===== src/rtl/pipe_pkg.sv =====
// Shared widths and state encoding for the pipeline stage register.
package pipe_pkg;

  localparam int PIPE_CTRL_W = 11;
  localparam int PIPE_DATA_W = 8;
  localparam int PIPE_LANES  = 6;
  localparam int PIPE_CNT_W  = 16;

  typedef enum logic [1:0] {
    EMPTY = 2'd0,
    ONE   = 2'd1,
    TWO   = 2'd2,
    FULL  = 2'd3
  } stage_state_e;

endpackage


===== src/rtl/pipe_skid_entry.sv =====
// One held word of the stage: valid bit plus ctrl/data, loaded or cleared.
module pipe_skid_entry #(
  parameter int CTRL_W = 11,
  parameter int DW     = 48
) (
  input  logic              clk,
  input  logic              reset,
  input  logic              load,
  input  logic              clear,
  input  logic [CTRL_W-1:0] next_ctrl,
  input  logic [DW-1:0]     next_data,
  output logic              valid,
  output logic [CTRL_W-1:0] ctrl,
  output logic [DW-1:0]     data
);

  // clear drops only the valid bit; data lanes keep their last value
  always_ff @(posedge clk or posedge reset) begin
    if (reset) begin
      valid <= 1'b0;
      ctrl  <= '0;
      data  <= '0;
    end else if (load) begin
      valid <= 1'b1;
      ctrl  <= next_ctrl;
      data  <= next_data;
    end else if (clear) begin
      valid <= 1'b0;
    end
  end

endmodule


===== src/rtl/pipe_stage_reg.sv =====
// Valid/ready pipeline stage register with flush and stall counter.
// Define PIPE_STAGE_SKID_EN for a two-entry skid buffer with registered in_ready.
module pipe_stage_reg
  import pipe_pkg::*;
#(
  parameter int CTRL_W = PIPE_CTRL_W,
  parameter int DATA_W = PIPE_DATA_W,
  parameter int LANES  = PIPE_LANES,
  parameter int CNT_W  = PIPE_CNT_W
) (
  input  logic                    clk,
  input  logic                    reset,
  input  logic                    in_valid,
  output logic                    in_ready,
  input  logic [CTRL_W-1:0]       in_ctrl,
  input  logic [LANES*DATA_W-1:0] in_data,
  input  logic                    flush,
  output logic                    out_valid,
  input  logic                    out_ready,
  output logic [CTRL_W-1:0]       out_ctrl,
  output logic [LANES*DATA_W-1:0] out_data,
  output logic [CNT_W-1:0]        stall_cnt
);

  localparam int DW = LANES * DATA_W;

  stage_state_e      state, state_n;
  logic              main_v, main_load, main_clear;
  logic [CTRL_W-1:0] main_ctrl, main_next_ctrl;
  logic [DW-1:0]     main_data, main_next_data;
  logic              accept, xfer;

  assign accept    = in_valid & in_ready;
  assign xfer      = out_valid & out_ready;
  assign out_valid = main_v;
  assign out_ctrl  = main_v ? main_ctrl : '0;
  assign out_data  = main_data;

  always_ff @(posedge clk or posedge reset) begin
    if (reset) state <= EMPTY;
    else       state <= state_n;
  end

`ifdef PIPE_STAGE_SKID_EN
  logic              skid_v, skid_load, skid_clear;
  logic [CTRL_W-1:0] skid_ctrl;
  logic [DW-1:0]     skid_data;
  logic              ready_q;

  assign in_ready       = ready_q;
  assign main_next_ctrl = skid_v ? skid_ctrl : in_ctrl;
  assign main_next_data = skid_v ? skid_data : in_data;

  always_comb begin
    state_n    = state;
    main_load  = 1'b0;
    main_clear = 1'b0;
    skid_load  = 1'b0;
    skid_clear = 1'b0;
    if (flush) begin
      state_n    = EMPTY;
      main_clear = 1'b1;
      skid_clear = 1'b1;
    end else begin
      unique case (state)
        EMPTY: if (accept) begin
          state_n   = ONE;
          main_load = 1'b1;
        end
        ONE: if (accept && xfer) begin
          main_load = 1'b1;
        end else if (accept) begin
          state_n   = TWO;
          skid_load = 1'b1;
        end else if (xfer) begin
          state_n    = EMPTY;
          main_clear = 1'b1;
        end
        TWO: if (xfer) begin
          state_n    = ONE;
          main_load  = 1'b1;
          skid_clear = 1'b1;
        end
        default: state_n = EMPTY;
      endcase
    end
  end

  // registered ready breaks the out_ready -> in_ready path
  always_ff @(posedge clk or posedge reset) begin
    if (reset) ready_q <= 1'b0;
    else       ready_q <= (state_n != TWO);
  end

  pipe_skid_entry #(
    .CTRL_W (CTRL_W),
    .DW     (DW)
  ) u_skid (
    .clk       (clk),
    .reset     (reset),
    .load      (skid_load),
    .clear     (skid_clear),
    .next_ctrl (in_ctrl),
    .next_data (in_data),
    .valid     (skid_v),
    .ctrl      (skid_ctrl),
    .data      (skid_data)
  );
`else
  logic live;

  always_ff @(posedge clk or posedge reset) begin
    if (reset) live <= 1'b0;
    else       live <= 1'b1;
  end

  assign in_ready       = live & ((state != FULL) | out_ready);
  assign main_next_ctrl = in_ctrl;
  assign main_next_data = in_data;

  always_comb begin
    state_n    = state;
    main_load  = 1'b0;
    main_clear = 1'b0;
    if (flush) begin
      state_n    = EMPTY;
      main_clear = 1'b1;
    end else begin
      unique case (state)
        EMPTY: if (accept) begin
          state_n   = FULL;
          main_load = 1'b1;
        end
        FULL: if (accept) begin
          main_load = 1'b1;
        end else if (xfer) begin
          state_n    = EMPTY;
          main_clear = 1'b1;
        end
        default: state_n = EMPTY;
      endcase
    end
  end
`endif

  pipe_skid_entry #(
    .CTRL_W (CTRL_W),
    .DW     (DW)
  ) u_main (
    .clk       (clk),
    .reset     (reset),
    .load      (main_load),
    .clear     (main_clear),
    .next_ctrl (main_next_ctrl),
    .next_data (main_next_data),
    .valid     (main_v),
    .ctrl      (main_ctrl),
    .data      (main_data)
  );

  always_ff @(posedge clk or posedge reset) begin
    if (reset)
      stall_cnt <= '0;
    else if (out_valid && !out_ready && !(&stall_cnt))
      stall_cnt <= stall_cnt + 1'b1;
  end

endmodule


===== config.mk =====
export PLATFORM = sky130hd
export DESIGN_NAME = pipe_stage_reg
export DESIGN_NICKNAME = d
export VERILOG_FILES = /design/src/rtl/pipe_pkg.sv /design/src/rtl/pipe_skid_entry.sv /design/src/rtl/pipe_stage_reg.sv
export SDC_FILE = /design/constraint.sdc
export NUM_CORES = 1
export LEC_CHECK = 0
export CAP_MARGIN = 10
export CORE_ASPECT_RATIO = 1.25
export CORE_MARGIN = 5
export CORE_UTILIZATION = 30
export DETAILED_ROUTE_END_ITERATION = 10
export GPL_TIMING_DRIVEN = 0
export PLACE_DENSITY = 0.63
export SLEW_MARGIN = 30
export SYNTH_ARGS = -nofsm -noshare
export SYNTH_HDL_FRONTEND = slang
export SYNTH_HIERARCHICAL = 1
export SYNTH_SLANG_ARGS = --single-unit

===== constraint.sdc =====
create_clock -name clk -period 5.02 [get_ports clk]
set_clock_uncertainty 0.1 [all_clocks]
set_input_delay 0.753 -clock clk [delete_from_list [all_inputs] [get_ports clk]]
set_output_delay 0.753 -clock clk [all_outputs]
set_load 0.03 [all_outputs]

* After elaboration in Yosys (flattened, before gate mapping) *
Cells that the tools add are included.

word-level totals
  bits in writable memories = 0
  memory bits (read-only) = 0
  bits in latches = 0
  memories = 0
  output and inout port bits = 77
  register bits after elaboration = 79
  word-level logic and storage cells = 40

cells by class
  shift-type cells = 0
  divide/modulo/power cells = 0
  multiplexer cells = 15
  bitwise logic cells = 4
  equal/unequal tests = 5
  add/subtract/negate cells = 1
  multiply operators = 0
  reduce and logical (&&, ||, !) cells = 9
  $lt $le $gt $ge = 0

operators with widths
  operator                                                         count
  16-bit by 1-bit adder with 16-bit output, second input constant  1
  16-bit AND reduction                                             1
  11-bit two-way mux                                               1
  1-bit two-way mux                                                9
  3-bit inequality test, second input constant                     3
  2-bit two-way mux                                                4
  2-bit one-hot mux with 2 select lines                            1
  1-bit AND                                                        3
  3-bit AND reduction                                              1
  2-bit == test, second input constant                             1
  1-bit logical AND                                                2
  1-bit zero test                                                  2
  2-bit zero test                                                  1
  2-bit inequality test, second input constant                     1
  2-bit nonzero test                                               1
  2-bit OR reduction                                               1
  1-bit OR                                                         1

* Longest topological paths before layout *
Gate-level depths: netlist (run 1).

  depth after elaboration = 9
  depth in mapped cells = 6
  depth with buffers taken out = 6

* Hierarchy *
Netlist (run 1), hierarchy kept.

by module, submodules not included
  module           cells each  times used  sequential area each (um2)  area an instance (um2)
  pipe_skid_entry  129         1           1501.4                      2533.7
  pipe_stage_reg   103         1           450.4                       997.2

* Worst setup path before layout (run 1) *
OpenSTA, ideal clock, no wires.

  kind = input port to flip-flop
  start = in out_ready
  end = reg u_main.ctrl[0]
  data required time = 4.795 ns
  stages = 6
  arrival = 2.473 ns
  path slack = 2.321 ns
  buffers on the path = 2
  cells stage by stage = inv_1 a21boi_0 and3_1 buf_6 buf_12 mux2_4

on the way
  cells in the longest elaborated chain, start to end = 6

ends and longest elaborated chain
  item                    line                                          source
  start: declaration      pipe_stage_reg.sv:19                          input logic out_ready,
  1-bit OR                pipe_stage_reg.sv:117                         assign in_ready = live & ((state != FULL) | out_ready);
  1-bit AND               pipe_stage_reg.sv:117
  via in_ready            pipe_stage_reg.sv:14                          output logic in_ready,
  1-bit AND               pipe_stage_reg.sv:33                          assign accept = in_valid & in_ready;
  1-bit two-way mux       pipe_stage_reg.sv:130, pipe_stage_reg.sv:134
  1-bit two-way mux       n/a
  1-bit two-way mux       pipe_stage_reg.sv:125                         if (flush) begin
  via main_load           pipe_stage_reg.sv:28                          logic main_v, main_load, main_clear;
  end signal: assignment  pipe_skid_entry.sv:25                         ctrl <= next_ctrl;
  end: declaration        pipe_skid_entry.sv:13                         output logic [CTRL_W-1:0] ctrl,

The timed path passes the listed nets, and every way through them passes these cells.
A chain may end at the register's enable or synchronous reset.

* Worst setup path in the final report (run 1) *
  start = in out_ready
  end = out in_ready

on the way
  cells in the longest elaborated chain, start to end = 2

ends and longest elaborated chain
  item              line
  1-bit OR          pipe_stage_reg.sv:117
  1-bit AND         pipe_stage_reg.sv:117
  end: declaration  pipe_stage_reg.sv:14

Every way passes these cells.

==> out/qor.yml, run 1 <==
reg2reg_to: "stall_cnt[10]$_DFFE_PP0P_"
initial_utilization_pct: 30.54
outcome: "finished clean"
cts_max_path_buffers: 2
ctsResizeCount: 0
gp_congestion: 0.7116
syn_area_per_cell_um2: 15.22
worst_setup_path_start_kind: "primary input"
portBuffers: 140
min_from: "u_main/ctrl[5]$_DFFE_PP0P_"
num_rows: 44
h-tree-depth: 3
synth_edf_count: 0
syn_nets: 297
grt_pass1_wl_um: 13550
synth-seq-cells: 78
cp_data_arrival_time_ns: 2.34
cts_setup_buffers: 0
die_area_mm2: 0.01405
relSlewSlack_pct: 52.01
path_clk_slew_ns: 0.06
met2_usage_pct: 19.62
drive_gt1_share_pct: 23.91
drv_slew: 0
use_met1_pct: 15.17
drc_errors: 0
setup-tns-final_ns: 0
grt_start_max_net_pins: 42
period_needed_ns: 3.197
postRouteAntennaNets: 0
antenna_found_initial: 0
pin_count: 141
clkLatencyLatePin_ns: 0.33
p_per_area_mw_per_mm2: 413.8
r2r_cells: 5
yosysSeqAreaShare_pct: 55.28
routedWlPerCell_um: 16.11
synth_top_area_cell: "dfrtp_1"
fillCellCount: 1043
overflow: 0
areaGrowthSynthToFinish_pct: 54.18
routed_wl_um: 8489
cts_sinks: 78
r2r_slack_ns: 3.14
syn-cell-area_mm2: 0.003531
syn_inst: 232
hold_viol: 0
hold_path_end: "u_main/ctrl[5]$_DFFE_PP0P_"
hp-class: "flop to flop"
globalRouteMet3Util_pct: 3.631
p_leak_nw: 2.416
ys_async_sr_fraction_pct: 100.0
dr.pass1.iters: 4
busiest_layer: "met2"
finalCritPeriodShare_pct: 63.70
synth_warnings: 6
final_net_count: 449
vias: 2357
cts_tree: "done"
hold_depth: 1
synthTopCellsByArea: "dfrtp_1 55%, mux2_4 25%, buf_12 3.4%"
coreArea_mm2: 0.01156
yosysUniqueCellTypes: 33
grt_pass1_vias: 2550
worst_slew_pin_slew_ns: 0.7191
synth_top_area_share_pct: 55.28
die_w_um: 107.0
required_ns: 4.17
reg2reg_from: "stall_cnt[0]$_DFFE_PP0P_"
totalPowerFinal_mw: 2.253
ir_drop_v: 0.0002077
synth.most_common_cell: "dfrtp_1"
grt_use_total_pct: 12.20
rsz0062_at_grt: "false"
cts_root_buffer: "clkbuf_16"
yosys-top-cells-count: "78 x dfrtp_1, 59 x mux2_4, 13 x nand2_1"
viasPerCell: 4.472
drv_cap: 0
cts_buffers: 9
crit_fanout: 4
timing.fmax_ghz: 0.3127
crit_type: "primary input to primary output"
setup_viol: 0
ys.flop_type: "dfrtp_1"
cts_hold_buf: 0
die_h_um: 131.3
dpl.hpwl_um: 6314
antenna_cells: 0
drtIter0Drc: 50
cp-end-kind: "primary output"
[layer usage]
layer	wire (um)	part of all wire (%)
met1	3609	43
met2	4149	49
met3	609	7.2
met4	120	1.4
met5	0	0
[cells by family after synthesis]
group	synth area share, %
AO/OA/AOI/OAI	2.162
XOR/XNOR	2.480
adder cells (fa/ha/maj)	0.3543
buffers and inverters	4.678
flip-flops	55.28
multiplexers	25.73
other	0.1062
AND/OR/NAND/NOR	9.214
[how the worst max path moves through the flow]
stage / startpoint / end / slack (ns) / cells after the start
2_1_floorplan: out_ready / u_main/ctrl[0]$_DFFE_PP0P_ / 2.32 / 6
3_3_place_gp: reset / u_main/data[35]$_DFFE_PP0P_ / 1.45 / 2
3_5_place_dp: out_ready / in_ready / 1.85 / 4
4_1_cts: out_ready / in_ready / 1.83 / 4
5_1_grt: out_ready / in_ready / 1.75 / 4
6_report: out_ready / in_ready / 1.82 / 4
[area by class of cell]
cell class	instances	area, um2	area share (%)
sequential	78	1952	35.85
inverter	5	21.27	0.3907
clock buffer	12	246.5	4.528
tap	138	172.7	3.172
clock inverter	4	70.07	1.287
timing repair buffer	141	1421	26.11
buffer	9	146.4	2.689
multi-input combinational	140	1414	25.97
[stage by stage]
stage | cell area, um2 | std cells | worst slack [ns] | util (%) | hold slack, ns
detailed placement | 5127 | 511 | 1.847 | 44.35 | 0.3855
floorplan | 3531 | 232 | 2.321 | - | 0.3740
global route | 5444 | 527 | 1.749 | 47.09 | 0.4172
finish | 5444 | 527 | 1.823 | 47.09 | 0.4048
global placement | 5105 | 510 | 1.450 | 44.16 | 0.3885
CTS | 5444 | 527 | 1.828 | 47.09 | 0.4095
[worst max-delay path, cell delays in order]
cell and delay [ns]:
clkdlybuf4s50_1 0.53, inv_1 0.07, a21boi_0 0.26, clkdlybuf4s50_1 0.73
[state kept, by name (all words and copies together) (netlist names)]
signal,cells
state,1
u_main/data,48
u_main/valid,1
u_main/ctrl,11
live,1
stall_cnt,16
[layout by cell type, fill, tap and decap left out, types with 2 or more instances in the layout]
cell	n
inv_1	4
and2_1	11
a21oi_1	3
and3_2	2
mux2_2	2
nand2_1	13
nand4_1	4
buf_12	7
clkinv_2	2
buf_6	2
and3_1	7
nand3_1	4
xnor2_1	4
dfrtp_1	78
a31oi_1	2
clkdlybuf4s50_1	140
clkbuf_1	3
bufinv_16	2
clkbuf_16	9
mux2_4	59
nor2_1	7
nor3_1	2
xor2_1	6
[power breakdown]
group	switching (mW)	total, mW	internal, mW
Combinational	0.353	0.734	0.381
Sequential	0.0834	0.830	0.747
Clock	0.241	0.689	0.447
Note: power is estimated with default switching activity, not from simulation.
==> run 2, diff against run 1 <==
- clock period: 5.02 -> 3 ns (I/O delays scaled with it)
==> results of run 2 <==
The final DEF is identical to that of run 1. Status: finished clean.
Among the figures that moved: setup slack after placement 1.847 ns -> 0.4334 ns; setup slack after layout 1.823 ns -> 0.4085 ns; hold slack 0.4048 ns -> 0.3543 ns; register-to-register setup slack 3.14 ns -> 1.12 ns; total power 2.253 mW -> 3.770 mW; worst IR drop on VDD 0.0002077 V -> 0.0003476 V
